**src/rtl/pipe_stall_ctrl_if.sv**
```systemverilog
// Handshake bundle between the CPU pipeline and the stall/flush controller.
// The pipeline side uses the master modport; the controller uses slave.
interface pipe_stall_ctrl_if #(
    parameter int NSTAGE = 6,
    parameter int CNT_W  = 6,
    parameter int ADDR_W = 32,
    parameter int PERF_W = 32
);
    logic [NSTAGE-1:0] stallreq_i;
    logic              mc_start_i;
    logic [CNT_W-1:0]  mc_cycles_i;
    logic              flush_req_i;
    logic [ADDR_W-1:0] flush_pc_i;
    logic [NSTAGE-1:0] stall_o;
    logic              flush_o;
    logic [ADDR_W-1:0] new_pc_o;
    logic              mc_busy_o;
    logic              mc_done_o;
    logic [PERF_W-1:0] stall_cycles_o;

    modport master (
        output stallreq_i, mc_start_i, mc_cycles_i, flush_req_i, flush_pc_i,
        input  stall_o, flush_o, new_pc_o, mc_busy_o, mc_done_o, stall_cycles_o
    );

    modport slave (
        input  stallreq_i, mc_start_i, mc_cycles_i, flush_req_i, flush_pc_i,
        output stall_o, flush_o, new_pc_o, mc_busy_o, mc_done_o, stall_cycles_o
    );
endinterface

```
**src/rtl/pipe_stall_ctrl.sv**
```systemverilog
// Pipeline stall/flush controller: stall vector from per-stage requests,
// multi-cycle EX sequencer, flush with redirect PC and stall-cycle counter.
module pipe_stall_ctrl #(
    parameter int NSTAGE   = 6,
    parameter int MC_STAGE = 3,
    parameter int CNT_W    = 6,
    parameter int ADDR_W   = 32,
    parameter int PERF_W   = 32
) (
    input  logic              clk,
    input  logic              rst,
    pipe_stall_ctrl_if.slave  bus
);

    typedef enum logic {S_IDLE, S_BUSY} state_t;

    state_t            r_state;
    state_t            w_state_nxt;
    logic [CNT_W-1:0]  r_cnt;
    logic [CNT_W-1:0]  w_cnt_nxt;
    logic [PERF_W-1:0] r_perf;
    logic              w_mc_hold;
    logic              w_done;
    logic [NSTAGE-1:0] w_req;
    logic [NSTAGE-1:0] w_stall_raw;
    logic [NSTAGE-1:0] w_stall;
    logic              w_acc;

    always_ff @(posedge clk) begin
        if (rst) begin
            r_state <= S_IDLE;
            r_cnt   <= '0;
            r_perf  <= '0;
        end else begin
            r_state <= w_state_nxt;
            r_cnt   <= w_cnt_nxt;
            if (w_stall[0])
                r_perf <= r_perf + PERF_W'(1);
        end
    end

    // Sequencer: hold EX while the counter is above one, release on the done cycle.
    always_comb begin
        w_state_nxt = r_state;
        w_cnt_nxt   = r_cnt;
        w_mc_hold   = 1'b0;
        w_done      = 1'b0;
        case (r_state)
            S_IDLE: begin
                if (bus.mc_start_i) begin
                    w_mc_hold = 1'b1;
                    if (!bus.flush_req_i) begin
                        w_state_nxt = S_BUSY;
                        w_cnt_nxt   = (bus.mc_cycles_i == '0) ? CNT_W'(1) : bus.mc_cycles_i;
                    end
                end
            end
            S_BUSY: begin
                w_mc_hold = (r_cnt > CNT_W'(1));
                if (bus.flush_req_i) begin
                    w_state_nxt = S_IDLE;
                    w_cnt_nxt   = '0;
                end else if (r_cnt <= CNT_W'(1)) begin
                    w_state_nxt = S_IDLE;
                    w_cnt_nxt   = '0;
                    w_done      = 1'b1;
                end else begin
                    w_cnt_nxt   = r_cnt - CNT_W'(1);
                end
            end
            default: begin
                w_state_nxt = S_IDLE;
                w_cnt_nxt   = '0;
            end
        endcase
    end

    // Every stage at or below the highest requester holds; the one above gets a bubble.
    always_comb begin
        w_req           = bus.stallreq_i;
        w_req[MC_STAGE] = w_req[MC_STAGE] | w_mc_hold;
        w_acc           = 1'b0;
        w_stall_raw     = '0;
        for (int j = NSTAGE - 1; j >= 0; j--) begin
            w_acc          = w_acc | w_req[j];
            w_stall_raw[j] = w_acc;
        end
        w_stall = bus.flush_req_i ? '0 : w_stall_raw;
    end

    always_comb begin
        bus.stall_o        = rst ? '0 : w_stall;
        bus.flush_o        = !rst && bus.flush_req_i;
        bus.new_pc_o       = (!rst && bus.flush_req_i) ? bus.flush_pc_i : '0;
        bus.mc_busy_o      = !rst && (r_state == S_BUSY);
        bus.mc_done_o      = !rst && w_done;
        bus.stall_cycles_o = rst ? '0 : r_perf;
    end

endmodule

```
**src/flat_wrapper.sv**
```systemverilog
// flat-port wrapper written by rule: the top's interface ports become plain ports
module pipe_stall_ctrl_flat 
#(
    parameter int NSTAGE   = 6,
    parameter int MC_STAGE = 3,
    parameter int CNT_W    = 6,
    parameter int ADDR_W   = 32,
    parameter int PERF_W   = 32
)
  (clk, rst, bus_stallreq_i, bus_mc_start_i, bus_mc_cycles_i, bus_flush_req_i, bus_flush_pc_i, bus_stall_o, bus_flush_o, bus_new_pc_o, bus_mc_busy_o, bus_mc_done_o, bus_stall_cycles_o);
  pipe_stall_ctrl_if #(.NSTAGE(NSTAGE), .CNT_W(CNT_W), .ADDR_W(ADDR_W), .PERF_W(PERF_W)) bus_i ();
  input  logic clk;
  input  logic rst;
  input wire logic [$bits(bus_i.stallreq_i)-1:0] bus_stallreq_i;
  input wire logic [$bits(bus_i.mc_start_i)-1:0] bus_mc_start_i;
  input wire logic [$bits(bus_i.mc_cycles_i)-1:0] bus_mc_cycles_i;
  input wire logic [$bits(bus_i.flush_req_i)-1:0] bus_flush_req_i;
  input wire logic [$bits(bus_i.flush_pc_i)-1:0] bus_flush_pc_i;
  output wire logic [$bits(bus_i.stall_o)-1:0] bus_stall_o;
  output wire logic [$bits(bus_i.flush_o)-1:0] bus_flush_o;
  output wire logic [$bits(bus_i.new_pc_o)-1:0] bus_new_pc_o;
  output wire logic [$bits(bus_i.mc_busy_o)-1:0] bus_mc_busy_o;
  output wire logic [$bits(bus_i.mc_done_o)-1:0] bus_mc_done_o;
  output wire logic [$bits(bus_i.stall_cycles_o)-1:0] bus_stall_cycles_o;
  assign bus_i.stallreq_i = bus_stallreq_i;
  assign bus_i.mc_start_i = bus_mc_start_i;
  assign bus_i.mc_cycles_i = bus_mc_cycles_i;
  assign bus_i.flush_req_i = bus_flush_req_i;
  assign bus_i.flush_pc_i = bus_flush_pc_i;
  assign bus_stall_o = bus_i.stall_o;
  assign bus_flush_o = bus_i.flush_o;
  assign bus_new_pc_o = bus_i.new_pc_o;
  assign bus_mc_busy_o = bus_i.mc_busy_o;
  assign bus_mc_done_o = bus_i.mc_done_o;
  assign bus_stall_cycles_o = bus_i.stall_cycles_o;
  pipe_stall_ctrl #(.NSTAGE(NSTAGE), .MC_STAGE(MC_STAGE), .CNT_W(CNT_W), .ADDR_W(ADDR_W), .PERF_W(PERF_W)) u_core (.clk(clk), .rst(rst), .bus(bus_i));
endmodule
```
**config.mk**
```make
export PLATFORM = sky130hd
export DESIGN_NAME = pipe_stall_ctrl_flat
export DESIGN_NICKNAME = d
export VERILOG_FILES = /design/src/rtl/pipe_stall_ctrl_if.sv /design/src/rtl/pipe_stall_ctrl.sv /design/src/flat_wrapper.sv
export SDC_FILE = /design/constraint.sdc
export NUM_CORES = 1
export LEC_CHECK = 0
export ABC_AREA = 0
export CORE_MARGIN = 5
export CORE_UTILIZATION = 30
export DETAILED_ROUTE_END_ITERATION = 8
export PLACE_DENSITY = 0.65
export RECOVER_POWER = 50
export SLEW_MARGIN = 30
export SYNTH_ARGS = -nofsm -noshare
export SYNTH_HDL_FRONTEND = slang
export SYNTH_SLANG_ARGS = --single-unit
export TNS_END_PERCENT = 1
```
**constraint.sdc**
```tcl
create_clock -name clk -period 4.2 [get_ports clk]
set_input_delay 0.84 -clock clk [delete_from_list [all_inputs] [get_ports clk]]
set_output_delay 0.84 -clock clk [all_outputs]
set_load 0.02 [all_outputs]
```
# Word level (Yosys, flattened, before mapping)
# Index checks and enable logic that the tools add are counted.
# word_totals
regBits	39
latch_bits	0
ramBits	0
mem_bits_ro	0
out_inout_bits	73
mem_count	0
# op_classes
addsub	2
mul	0
div	0
order_cmp	2
eq_ne	2
shift	0
mux	20
bitwise_logic	7
n_reduce_logical	6
# ops
cell	count
32-bit 2-to-1 mux	2
6-bit 2-to-1 mux	7
32-bit by 1-bit adder with 32-bit output, second input constant	1
6-bit one-hot mux with 2 select lines	1
1-bit 2-to-1 mux	8
6-bit by 1-bit > comparator with 1-bit output, second input constant	1
6-bit by 1-bit less-or-equal comparator with 1-bit output, second input constant	1
6-bit logical NOT	1
1-bit bitwise OR	6
6-bit by 1-bit subtractor with 6-bit output, second input constant	1
2-bit != test, second input constant	2
1-bit one-hot mux with 2 select lines	2
1-bit logical AND	3
2-bit AND reduction	1
1-bit logical NOT	1
1-bit NOT	1

# Depth between registers and ports, before layout
# Gate-level depths: netlist of the first run.
# depth
word_depth	9
depth_mapped	9
depth_no_buf	7

# Worst setup path after synthesis of the first run
# Ideal clock, no wire load.
# synth_path
kind	input port to output port
start	input port bus_flush_req_i
end	output port bus_mc_done_o
t_arrival_ns	2.289
t_required_ns	3.360
slack_ns	1.071
cell_stages	4
path_buffers	2
path_cell_list	clkbuf_1 or2_2 clkbuf_1 nor4b_1
# synth_via
elab_chain_cells	3
# synth_lines
element	line	rtl
from (decl)	flat_wrapper.sv:17	input wire logic [$bits(bus_i.flush_req_i)-1:0] bus_flush_req_i;
1-bit 2-to-1 mux	pipe_stall_ctrl.sv:60	if (bus.flush_req_i) begin
1-bit 2-to-1 mux	pipe_stall_ctrl.sv:48	case (r_state)
1-bit logical AND	pipe_stall_ctrl.sv:96	bus.mc_done_o = !rst && w_done;
to (decl)	flat_wrapper.sv:23	output wire logic [$bits(bus_i.mc_done_o)-1:0] bus_mc_done_o;
# No other way between the ends.

# Worst setup path in the final report of the first run
# layout_path
start	input port bus_flush_req_i
end	output port bus_new_pc_o[23]
# layout_via
elab_chain_cells	2
# layout_lines
element	line	rtl
1-bit logical AND	pipe_stall_ctrl.sv:94	bus.new_pc_o = (!rst && bus.flush_req_i) ? bus.flush_pc_i : '0;
32-bit 2-to-1 mux	pipe_stall_ctrl.sv:94	
to (decl)	flat_wrapper.sv:21	output wire logic [$bits(bus_i.new_pc_o)-1:0] bus_new_pc_o;
# No other way between the ends.

==> flow_metrics.py, run 1 <==
metrics = {
    "critical_path": {
        "critical_path_arrival_ps": 2930,
        "worst_r2r_path_depth": 7,
        "critical_path_peak_fanout": 33,
        "cp.required_ps": 3360,
        "setup.worst_path.start_class": "input pin",
        "cp-startpoint": "bus_flush_req_i",
        "r2r-end": "u_core.r_perf[29]",
        "reg2reg_setup_slack_ps": 1280,
        "rr_startpoint": "u_core.r_cnt[0]",
        "setup.worst_path.end_class": "primary output",
        "criticalPathCategory": "input pin to primary output",
        "critPathCapture": "bus_new_pc_o[23]",
    },
    "route": {
        "antenna_left": 0,
        "via_per_inst": 5.03,
        "routed_wl_um": 7840,
        "detailedRoute.firstIterationViolations": 82,
        "drc": 0,
        "drt_pre_antenna_iters": 4,
        "dr_total_vias": 2772,
        "routed_wire_length_per_instance_um": 14.2,
    },
    "timing": {
        "finalHoldWorstSlack_ps": 483,
        "timing.final.max_slew_violations": 0,
        "setup_violations": 0,
        "hold_viol_final": 0,
        "timing.setup.tns_ps": 0,
        "max_clock_freq_mhz": 266,
        "final.setup_skew_ps": 5.83,
        "tightestPinTransition_ps": 1450,
        "fin_crit_ps": 3770,
        "fin_crit_sh_pct": 89.7,
        "max_slew_margin_pct": 2.88,
        "grt_setup_unrepaired": "no",
    },
    "die": {
        "core.rowCount": 33,
        "floorplan.die.height_um": 103,
        "fp.dieArea_mm2": 0.0105,
        "core_mm2": 0.00830,
        "initial_core_utilization_pct": 31.0,
        "ioPinCount": 121,
        "die_w_um": 103,
    },
    "clock_network": {
        "clk_transition_reported_paths_ps": 70,
        "clock_insertion_delay_worst_skew_ps": 290,
        "post-cts-setup-buffer-count": 0,
        "tritoncts_clock_tree": "built",
        "cts-hold-fix-buffers": 0,
        "h-tree-depth": 2,
        "cts_buffer_depth": 2,
        "numClockSinks": 39,
        "cts_buffers": 5,
        "ctsRootBufferMaster": "sky130_fd_sc_hd__clkbuf_8",
        "cts.repair.resized": 0,
    },
    "synth": {
        "netlist_area_mm2": 0.00257,
        "avgSynthCellArea_um2": 7.66,
        "post_synth_xor_area_fraction_pct": 3.74,
        "syn_nets": 387,
        "synth-edff-count": 0,
        "share_of_cell_area_taken_by_muxes_after_synthesis_pct": 0.875,
        "synth_adder_area_share_pct": 1.46,
        "seq_area_frac_synth_pct": 30.3,
        "synth_compound_area_share_pct": 18.9,
        "yosys_warnings": 0,
        "postSynthRegisterBits": 39,
        "synth_top_family_by_area": "simple AND/OR/NAND/NOR gates",
        "synth_cells": 336,
        "ys_async_sr_fraction_pct": 0,
        "synth.distinct_cells": 43,
        "ys_dominant_reg_cell": "sky130_fd_sc_hd__dfxtp_1",
        "synthesized_area_fraction_occupied_by_and_or_nand_nor_cells_pct": 38.9,
    },
    "global_route": {
        "use_met1_pct": 16.8,
        "global_route_layer_with_the_greatest_usage": "met2",
        "antenna_found_initial": 0,
        "largest_net_degree_at_the_start_of_global_routing": 38,
        "number_of_global_route_vias_before_repair": 2594,
        "global_route_met3_utilization_pct": 4.67,
        "grt_first_pass_wirelength_um": 12100,
        "grt-ovfl-total": 0,
        "grt_util_all_layers_pct": 14.1,
        "met2_resource_use_gr_pct": 24.8,
    },
    "layout": {
        "fin_nets": 496,
        "finish.utilization_pct": 46.9,
        "post_route_cells_drive_above_1_share_pct": 4.04,
        "syn2layout_area_growth_pct": 51.2,
        "final_cell_area_mm2": 0.00389,
        "antenna_cell_count": 0,
    },
    "placed_design": {
        "port_buffers": 120,
        "place_area_mm2": 0.00383,
        "finalWeightedCongestion": 0.881,
        "dp_hpwl_um": 6070,
    },
    "pwr": {
        "irDropWorstVdd_mv": 0.156,
        "power_density_mw_per_mm2": 218,
        "leakagePower_nw": 1.39,
    },
    "run_status": {
        "run_status": "complete, no violations",
    },
    "hold_path": {
        "holdCritPathClass": "flop to flop",
    },
    "job": {
        "max_capacitance_violation_count": 0,
    },
}
## per-stage QoR
| step | worst slack (ps) | instances | power [mW] |
|---|---|---|---|
| after floorplan | 1070 | 336 | 0.491 |
| after global placement | 706 | 543 | 0.579 |
| after detailed placement | 684 | 543 | 0.581 |
| after CTS | 650 | 551 | 0.861 |
| after global routing | 294 | 551 | 0.893 |
| final | 435 | 551 | 0.848 |
## metal layers
metal  wire [um]  up-vias
met5           0        -
met4          64        0
met3         893        6
met2        3700      100
met1        3180     1256
li1            -     1410
## worst min path at each step
stage                                 from  cells after the start               end
after detailed placement   u_core.r_cnt[5]                      2   u_core.r_cnt[5]
after global routing      u_core.r_perf[6]                      2  u_core.r_perf[6]
after floorplan            u_core.r_cnt[5]                      2   u_core.r_cnt[5]
after global placement     u_core.r_cnt[5]                      2   u_core.r_cnt[5]
final                      u_core.r_cnt[5]                      2   u_core.r_cnt[5]
after CTS                  u_core.r_cnt[5]                      2   u_core.r_cnt[5]
## critical path: stages
cell and delay [ps]:
sky130_fd_sc_hd__dlygate4sd3_1 540, sky130_fd_sc_hd__clkbuf_1 320, sky130_fd_sc_hd__nor2b_1 180, sky130_fd_sc_hd__buf_4 250, sky130_fd_sc_hd__and2_1 180, sky130_fd_sc_hd__clkdlybuf4s50_1 610
## cells in the mapped netlist, types with 4 or more instances
master | instances | area (um2)
sky130_fd_sc_hd__a21oi_1 | 26 | 130
sky130_fd_sc_hd__o31ai_1 | 11 | 82.6
sky130_fd_sc_hd__xnor2_1 | 11 | 96.3
sky130_fd_sc_hd__or3_1 | 4 | 25.0
sky130_fd_sc_hd__o21ai_1 | 4 | 20.0
sky130_fd_sc_hd__nand3_1 | 10 | 50.1
sky130_fd_sc_hd__or4_1 | 15 | 113
sky130_fd_sc_hd__and2_1 | 32 | 200
sky130_fd_sc_hd__clkbuf_1 | 15 | 56.3
sky130_fd_sc_hd__o21ai_0 | 11 | 55.1
sky130_fd_sc_hd__inv_1 | 11 | 41.3
sky130_fd_sc_hd__and4_1 | 5 | 43.8
sky130_fd_sc_hd__dfxtp_1 | 39 | 781
sky130_fd_sc_hd__a2111oi_0 | 6 | 52.6
sky130_fd_sc_hd__nand2_1 | 21 | 78.8
sky130_fd_sc_hd__nand4_1 | 6 | 37.5
sky130_fd_sc_hd__nor2_1 | 31 | 116
sky130_fd_sc_hd__and3_1 | 5 | 31.3
sky130_fd_sc_hd__nor2b_1 | 33 | 206
sky130_fd_sc_hd__nor3_1 | 4 | 20.0
## area by class of cell
type | instances | area, um2
Clock buffer | 8 | 100
Timing Repair Buffer | 125 | 1230
Multi-Input combinational cell | 263 | 1610
Sequential cell | 39 | 781
Tap cell | 105 | 131
Inverter | 11 | 41.3
Fill cell | 827 | 4410
## power by group
group	switching [mW]	leakage [nW]	total (mW)	internal, mW
clock	0.129	0.0515	0.279	0.150
sequential	0.00965	0.315	0.386	0.376
combinational	0.0881	1.02	0.183	0.0953
total	0.226	1.39	0.848	0.621
## registers in the layout (all words and copies together), names as in the netlist
signal / count
u_core.r_cnt: 6
u_core.r_state: 1
u_core.r_perf: 32
## cell families (layout without fill, tap and decap cells)
family / Yosys count / after routing
adders and majority gates: 3 / 3
and+or+nand+nor: 176 / 176
xor gates and xnor gates: 11 / 11
muxes: 2 / 2
buffers and inverters: 34 / 144
AOI/OAI and AO/OA: 71 / 71
DFF: 39 / 39
## layout by cell type (no fill, tap or decap), types with 2 or more instances in the layout
cell type and n:
sky130_fd_sc_hd__and4_1 5, sky130_fd_sc_hd__clkbuf_8 7, sky130_fd_sc_hd__and2_1 32, sky130_fd_sc_hd__nor4_1 2, sky130_fd_sc_hd__or4_1 15, sky130_fd_sc_hd__nor2b_1 33, sky130_fd_sc_hd__and3_1 5, sky130_fd_sc_hd__nand2_1 21
sky130_fd_sc_hd__nand3b_1 2, sky130_fd_sc_hd__nor4b_1 2, sky130_fd_sc_hd__dfxtp_1 39, sky130_fd_sc_hd__buf_4 3, sky130_fd_sc_hd__ha_1 3, sky130_fd_sc_hd__inv_1 11, sky130_fd_sc_hd__o221ai_1 2, sky130_fd_sc_hd__a2111oi_0 6
sky130_fd_sc_hd__a211oi_1 2, sky130_fd_sc_hd__xnor2_1 11, sky130_fd_sc_hd__o21ai_0 13, sky130_fd_sc_hd__nor3_1 4, sky130_fd_sc_hd__nand4_1 7, sky130_fd_sc_hd__nand3_1 10, sky130_fd_sc_hd__a21oi_1 26, sky130_fd_sc_hd__a31o_2 3
sky130_fd_sc_hd__dlygate4sd3_1 19, sky130_fd_sc_hd__or3_1 4, sky130_fd_sc_hd__nor2_1 31, sky130_fd_sc_hd__clkbuf_1 3, sky130_fd_sc_hd__o21ai_1 2, sky130_fd_sc_hd__o31ai_1 11, sky130_fd_sc_hd__or2_2 2, sky130_fd_sc_hd__clkdlybuf4s50_1 100
(Power assumes the default switching activity.)
==> run 2, diff against run 1 <==
--- a/config.mk
+++ b/config.mk
@@ -8,2 +8,3 @@
 export ABC_AREA = 0
+export CORE_ASPECT_RATIO = 0.6
 export CORE_MARGIN = 5
==> constraint.sdc (replaced) <==
create_clock -name clk -period 4.2 [get_ports clk]
set_input_delay 0.42 -clock clk [delete_from_list [all_inputs] [get_ports clk]]
set_output_delay 0.42 -clock clk [all_outputs]
set_load 0.02 [all_outputs]
==> flow_metrics.py, run 2 (same netlist as run 1, synthesis figures left out) <==
metrics = {
    "critical_path": {
        "critical_path_arrival_ps": 2680,
        "setup.worst_path.start_class": "flop",
        "criticalPathCategory": "flop to primary output",
        "critical_path_peak_fanout": 15,
        "setup.worst_path.end_class": "primary output",
        "cp.required_ps": 3780,
    },
    "route": {
        "via_per_inst": 4.95,
        "drc": 0,
        "routed_wire_length_per_instance_um": 14.1,
        "routed_wl_um": 7840,
        "dr_total_vias": 2750,
        "detailedRoute.firstIterationViolations": 190,
        "drt_pre_antenna_iters": 4,
        "antenna_left": 0,
    },
    "timing": {
        "max_clock_freq_mhz": 322,
        "tightestPinTransition_ps": 1180,
        "grt_setup_unrepaired": "no",
        "timing.setup.tns_ps": 0,
        "final.setup_skew_ps": 2.83,
        "setup_violations": 0,
        "max_slew_margin_pct": 21.1,
        "timing.final.max_slew_violations": 0,
        "fin_crit_ps": 3100,
        "fin_crit_sh_pct": 73.9,
        "hold_viol_final": 0,
    },
    "layout": {
        "fin_nets": 493,
        "layout_commonest_cell": "sky130_fd_sc_hd__clkdlybuf4s50_1",
        "post_route_cells_drive_above_1_share_pct": 4.51,
        "syn2layout_area_growth_pct": 54.1,
        "largest_register_ffs": 32,
        "mostFrequentLayoutCells": "90 x sky130_fd_sc_hd__clkdlybuf4s50_1, 39 x sky130_fd_sc_hd__dfxtp_1, 33 x sky130_fd_sc_hd__nor2b_1, 32 x sky130_fd_sc_hd__and2_1, 31 x sky130_fd_sc_hd__nor2_1",
        "reg_top3": "u_core.r_perf x32, u_core.r_cnt x6, u_core.r_state x1",
        "max_flop_register": "u_core.r_perf",
        "antenna_cell_count": 0,
        "final_cell_count_no_fill": 555,
    },
    "global_route": {
        "grt-ovfl-total": 0,
        "global_route_met3_utilization_pct": 4.16,
        "largest_net_degree_at_the_start_of_global_routing": 65,
        "antenna_found_initial": 0,
        "use_met1_pct": 19.5,
        "met2_resource_use_gr_pct": 21.0,
        "grt_first_pass_wirelength_um": 12300,
        "global_route_layer_with_the_greatest_usage": "met2",
        "number_of_global_route_vias_before_repair": 2537,
        "grt_util_all_layers_pct": 14.0,
    },
    "clock_network": {
        "numClockSinks": 39,
        "cts_buffer_depth": 2,
        "cts.repair.resized": 0,
        "ctsRootBufferMaster": "sky130_fd_sc_hd__clkbuf_16",
        "clk_transition_reported_paths_ps": 60,
        "cts_buffers": 5,
        "h-tree-depth": 2,
        "post-cts-setup-buffer-count": 0,
        "tritoncts_clock_tree": "built",
        "clock_insertion_delay_worst_skew_ps": 280,
        "cts-hold-fix-buffers": 0,
    },
    "pwr": {
        "power.internal_uw": 723,
        "leakagePower_nw": 1.45,
        "p_switching_uw": 248,
        "pwr-share-clk_pct": 41.5,
        "irDropWorstVdd_mv": 0.141,
        "p_sw_share_pct": 25.5,
        "power_density_mw_per_mm2": 245,
        "power.sequential.fraction_pct": 39.7,
        "p_comb_share_pct": 18.8,
    },
    "die": {
        "fp.dieArea_mm2": 0.0106,
        "core_mm2": 0.00843,
        "initial_core_utilization_pct": 30.5,
        "ioPinCount": 121,
        "core.rowCount": 26,
        "die_w_um": 130,
        "floorplan.die.height_um": 81.7,
    },
    "job": {
        "max_capacitance_violation_count": 0,
    },
    "placed_design": {
        "finalWeightedCongestion": 0.812,
        "placed_cells_incl_taps": 547,
        "port_buffers": 120,
        "dp_hpwl_um": 5870,
    },
    "hold_path": {
        "holdCritPathClass": "input pin to flop",
    },
    "run_status": {
        "run_status": "complete, no violations",
    },
}
-- run 2: cell types whose count changed in the layout (fill, tap and decap cells not counted), sizes merged --
cell,delta
clkbuf,-2
clkdlybuf4s50,-10
dlygate4sd3,+10
clkinvlp,+1
buf,-2
-- run 2: routing by layer --
metal  wire length, um  vias up
li1                  -     1410
met5                 0        -
met4                64        0
met2              3390      106
met3               770        6
met1              3610     1228
-- run 2: metrics by stage --
step | setup slack [ps] | cell area (um2) | utilization (%) | power [mW] | hold slack, ps
global placement | 1300 | 3820 | 45.3 | 0.577 | 468
global route | 964 | 3970 | 47.1 | 1.02 | 462
CTS | 1090 | 3980 | 47.2 | 0.980 | 453
floorplan | 1910 | 2570 | - | 0.491 | 447
detailed placement | 1300 | 3820 | 45.3 | 0.578 | 473
finish | 1100 | 3970 | 47.1 | 0.970 | 454
-- run 2: final timing paths --
kind,cells past startpoint,endpoint,from,slack [ps]
hold / removal,2,u_core.r_cnt[1],rst,450
setup reg to reg,7,u_core.r_perf[24],u_core.r_cnt[0],1250
hold reg to reg,2,u_core.r_cnt[5],u_core.r_cnt[5],480
setup / recovery,7,bus_stall_o[2],u_core.r_cnt[0],1100
-- run 2: cell type report --
cell class,instances,area (um2)
clock buffers,7,153
clock inverters,1,7.51
fillers,828,4460
inverters,11,41.3
multi-input cells,263,1640
flip-flops and latches,39,781
well taps,112,140
repair buffers,122,1210
-- run 2: worst max-delay path, stage by stage (launching register included) --
cell	delay (ps)
sky130_fd_sc_hd__dfxtp_1	460
sky130_fd_sc_hd__inv_1	80
sky130_fd_sc_hd__ha_1	240
sky130_fd_sc_hd__o21ai_0	320
sky130_fd_sc_hd__o22ai_4	230
sky130_fd_sc_hd__and3b_1	280
sky130_fd_sc_hd__a21oi_1	170
sky130_fd_sc_hd__clkdlybuf4s50_1	630
-- run 2: power groups by stage --
stage	clock [mW]	combinational, mW	sequential [mW]
2_1_floorplan	0	0.0999	0.391
3_3_place_gp	0	0.183	0.394
3_5_place_dp	0	0.184	0.394
4_1_cts	0.409	0.185	0.385
5_1_grt	0.431	0.198	0.387
6_report	0.402	0.182	0.386
==> run 3, diff against run 2 <==
Settings changed: PLACE_DENSITY 0.65 to 0.67.
Clock period 4.2 ns to 2.7 ns, I/O delays scaled along.
==> flow_metrics.py, run 3 (same netlist as run 1, synthesis figures left out) <==
metrics = {
    "critical_path": {
        "criticalPathCategory": "flop to primary output",
        "rr_startpoint": "u_core.r_cnt[1]",
        "cp.required_ps": 2430,
        "cp-startpoint": "u_core.r_cnt[2]",
        "worst_r2r_path_depth": 7,
        "setup.worst_path.end_class": "primary output",
        "setup.worst_path.start_class": "flop",
        "critical_path_peak_fanout": 7,
        "critical_path_arrival_ps": 2240,
    },
    "timing": {
        "finalHoldWorstSlack_ps": 425,
        "timing.final.max_slew_violations": 0,
        "fin_crit_sh_pct": 92.9,
        "max_slew_margin_pct": 20.7,
        "setup_violations": 0,
        "grt_setup_unrepaired": "no",
        "tightestPinTransition_ps": 1190,
        "max_clock_freq_mhz": 399,
        "final.setup_skew_ps": 6.28,
        "hold_viol_final": 0,
        "timing.final.ws_setup_ps": 193,
        "timing.setup.tns_ps": 0,
        "fin_crit_ps": 2510,
    },
    "route": {
        "detailedRoute.firstIterationViolations": 169,
        "routed_wl_um": 8000,
        "drc": 0,
        "routed_wire_length_per_instance_um": 14.2,
        "dr_total_vias": 2771,
        "via_per_inst": 4.92,
        "drt_pre_antenna_iters": 4,
        "antenna_left": 0,
    },
    "clock_network": {
        "cts-hold-fix-buffers": 0,
        "h-tree-depth": 2,
        "tritoncts_clock_tree": "built",
        "clock_insertion_delay_worst_skew_ps": 280,
        "ctsRootBufferMaster": "sky130_fd_sc_hd__clkbuf_16",
        "cts_buffer_depth": 2,
        "numClockSinks": 39,
        "cts_buffers": 5,
        "clk_transition_reported_paths_ps": 60,
        "post-cts-setup-buffer-count": 0,
    },
    "global_route": {
        "grt_first_pass_wirelength_um": 12100,
        "grt-ovfl-total": 0,
        "grt_util_all_layers_pct": 13.9,
        "number_of_global_route_vias_before_repair": 2445,
        "antenna_found_initial": 0,
        "largest_net_degree_at_the_start_of_global_routing": 72,
    },
    "placed_design": {
        "preCtsSetupSlack_ps": 242,
        "finalWeightedCongestion": 0.897,
        "dp_hpwl_um": 6010,
        "port_buffers": 120,
    },
    "hold_path": {
        "hp-start": "rst",
        "hold_depth": 3,
        "holdCritPathClass": "input pin to flop",
    },
    "die": {
        "floorplan.die.height_um": 81.7,
        "die_w_um": 130,
        "fp.dieArea_mm2": 0.0106,
        "core_mm2": 0.00843,
        "ioPinCount": 121,
        "initial_core_utilization_pct": 30.5,
        "core.rowCount": 26,
    },
    "pwr": {
        "power_mw": 1.56,
        "power_density_mw_per_mm2": 387,
        "leakagePower_nw": 1.54,
        "irDropWorstVdd_mv": 0.214,
    },
    "run_status": {
        "run_status": "complete, no violations",
    },
    "layout": {
        "max_flop_register": "u_core.r_perf",
        "post_route_cells_drive_above_1_share_pct": 6.65,
        "fin_nets": 501,
        "reg_top3": "u_core.r_perf x32, u_core.r_cnt x6, u_core.r_state x1",
        "layout_commonest_cell": "sky130_fd_sc_hd__clkdlybuf4s50_1",
        "mostFrequentLayoutCells": "84 x sky130_fd_sc_hd__clkdlybuf4s50_1, 38 x sky130_fd_sc_hd__dfxtp_1, 33 x sky130_fd_sc_hd__nor2b_1, 32 x sky130_fd_sc_hd__and2_1, 32 x sky130_fd_sc_hd__dlygate4sd3_1",
        "syn2layout_area_growth_pct": 57.1,
        "antenna_cell_count": 0,
        "largest_register_ffs": 32,
    },
    "job": {
        "max_capacitance_violation_count": 0,
    },
}
[run 3: cell count changes in the layout (fill, tap and decap cells not counted), moves of 2 or more]
cell,delta
sky130_fd_sc_hd__clkbuf_8,-2
sky130_fd_sc_hd__dlygate4sd3_1,+3
sky130_fd_sc_hd__clkdlybuf4s50_1,-6
sky130_fd_sc_hd__dlymetal6s2s_1,+2
sky130_fd_sc_hd__o21ai_0,-2
sky130_fd_sc_hd__buf_4,+8
sky130_fd_sc_hd__o21ai_1,+2
[run 3: stage by stage]
| step | cells | cell area (um2) | util (%) |
|---|---|---|---|
| 6_report | 563 | 4040 | 48.0 |
| 5_1_grt | 563 | 4040 | 48.0 |
| 4_1_cts | 563 | 4050 | 48.0 |
| 3_5_place_dp | 555 | 3880 | 46.0 |
| 3_3_place_gp | 555 | 3880 | 46.0 |
| 2_1_floorplan | 336 | 2570 | - |
[run 3: worst paths after layout]
| kind | to | slack (ps) |
|---|---|---|
| setup reg to reg | u_core.r_perf[24] | 260 |
| hold / removal | u_core.r_state | 430 |
| hold reg to reg | u_core.r_cnt[5] | 500 |
| setup / recovery | bus_mc_done_o | 190 |
[run 3: report_power, final]
part	switching, mW	total (mW)	internal, mW
Clock	0.234	0.670	0.435
Sequential	0.0158	0.602	0.586
Combinational	0.139	0.292	0.152
[run 3: area by class of cell]
| cell class | instances | area, um2 |
|---|---|---|
| multi-input combinational | 263 | 1640 |
| timing repair buffer | 130 | 1270 |
| clock buffer | 5 | 125 |
| inverter | 11 | 41.3 |
| fill | 810 | 4380 |
| sequential | 39 | 782 |
| tap | 112 | 140 |
| clock inverter | 3 | 43.8 |
[run 3: what timing repair did]
item                       4_1_cts  5_1_grt
pin swaps                        0        0
setup endpoints to repair        1        3
hold endpoints to repair         0        0
gates resized for setup          2        3
[run 3: routing by layer]
metal / part of all wire, % / GRT usage [%] / vias up
met4: 0.69 / 3.42 / 0
met2: 45 / 21.8 / 88
met1: 47 / 19.4 / 1257
met3: 7.6 / 3.25 / 5
met5: 0 / 0 / -
li1: - / - / 1421
[run 3: critical path: stages (launching register included)]
cell,delay [ps]
sky130_fd_sc_hd__dfxtp_1,370
sky130_fd_sc_hd__or4_4,610
sky130_fd_sc_hd__nor4b_1,300
sky130_fd_sc_hd__clkdlybuf4s50_1,670
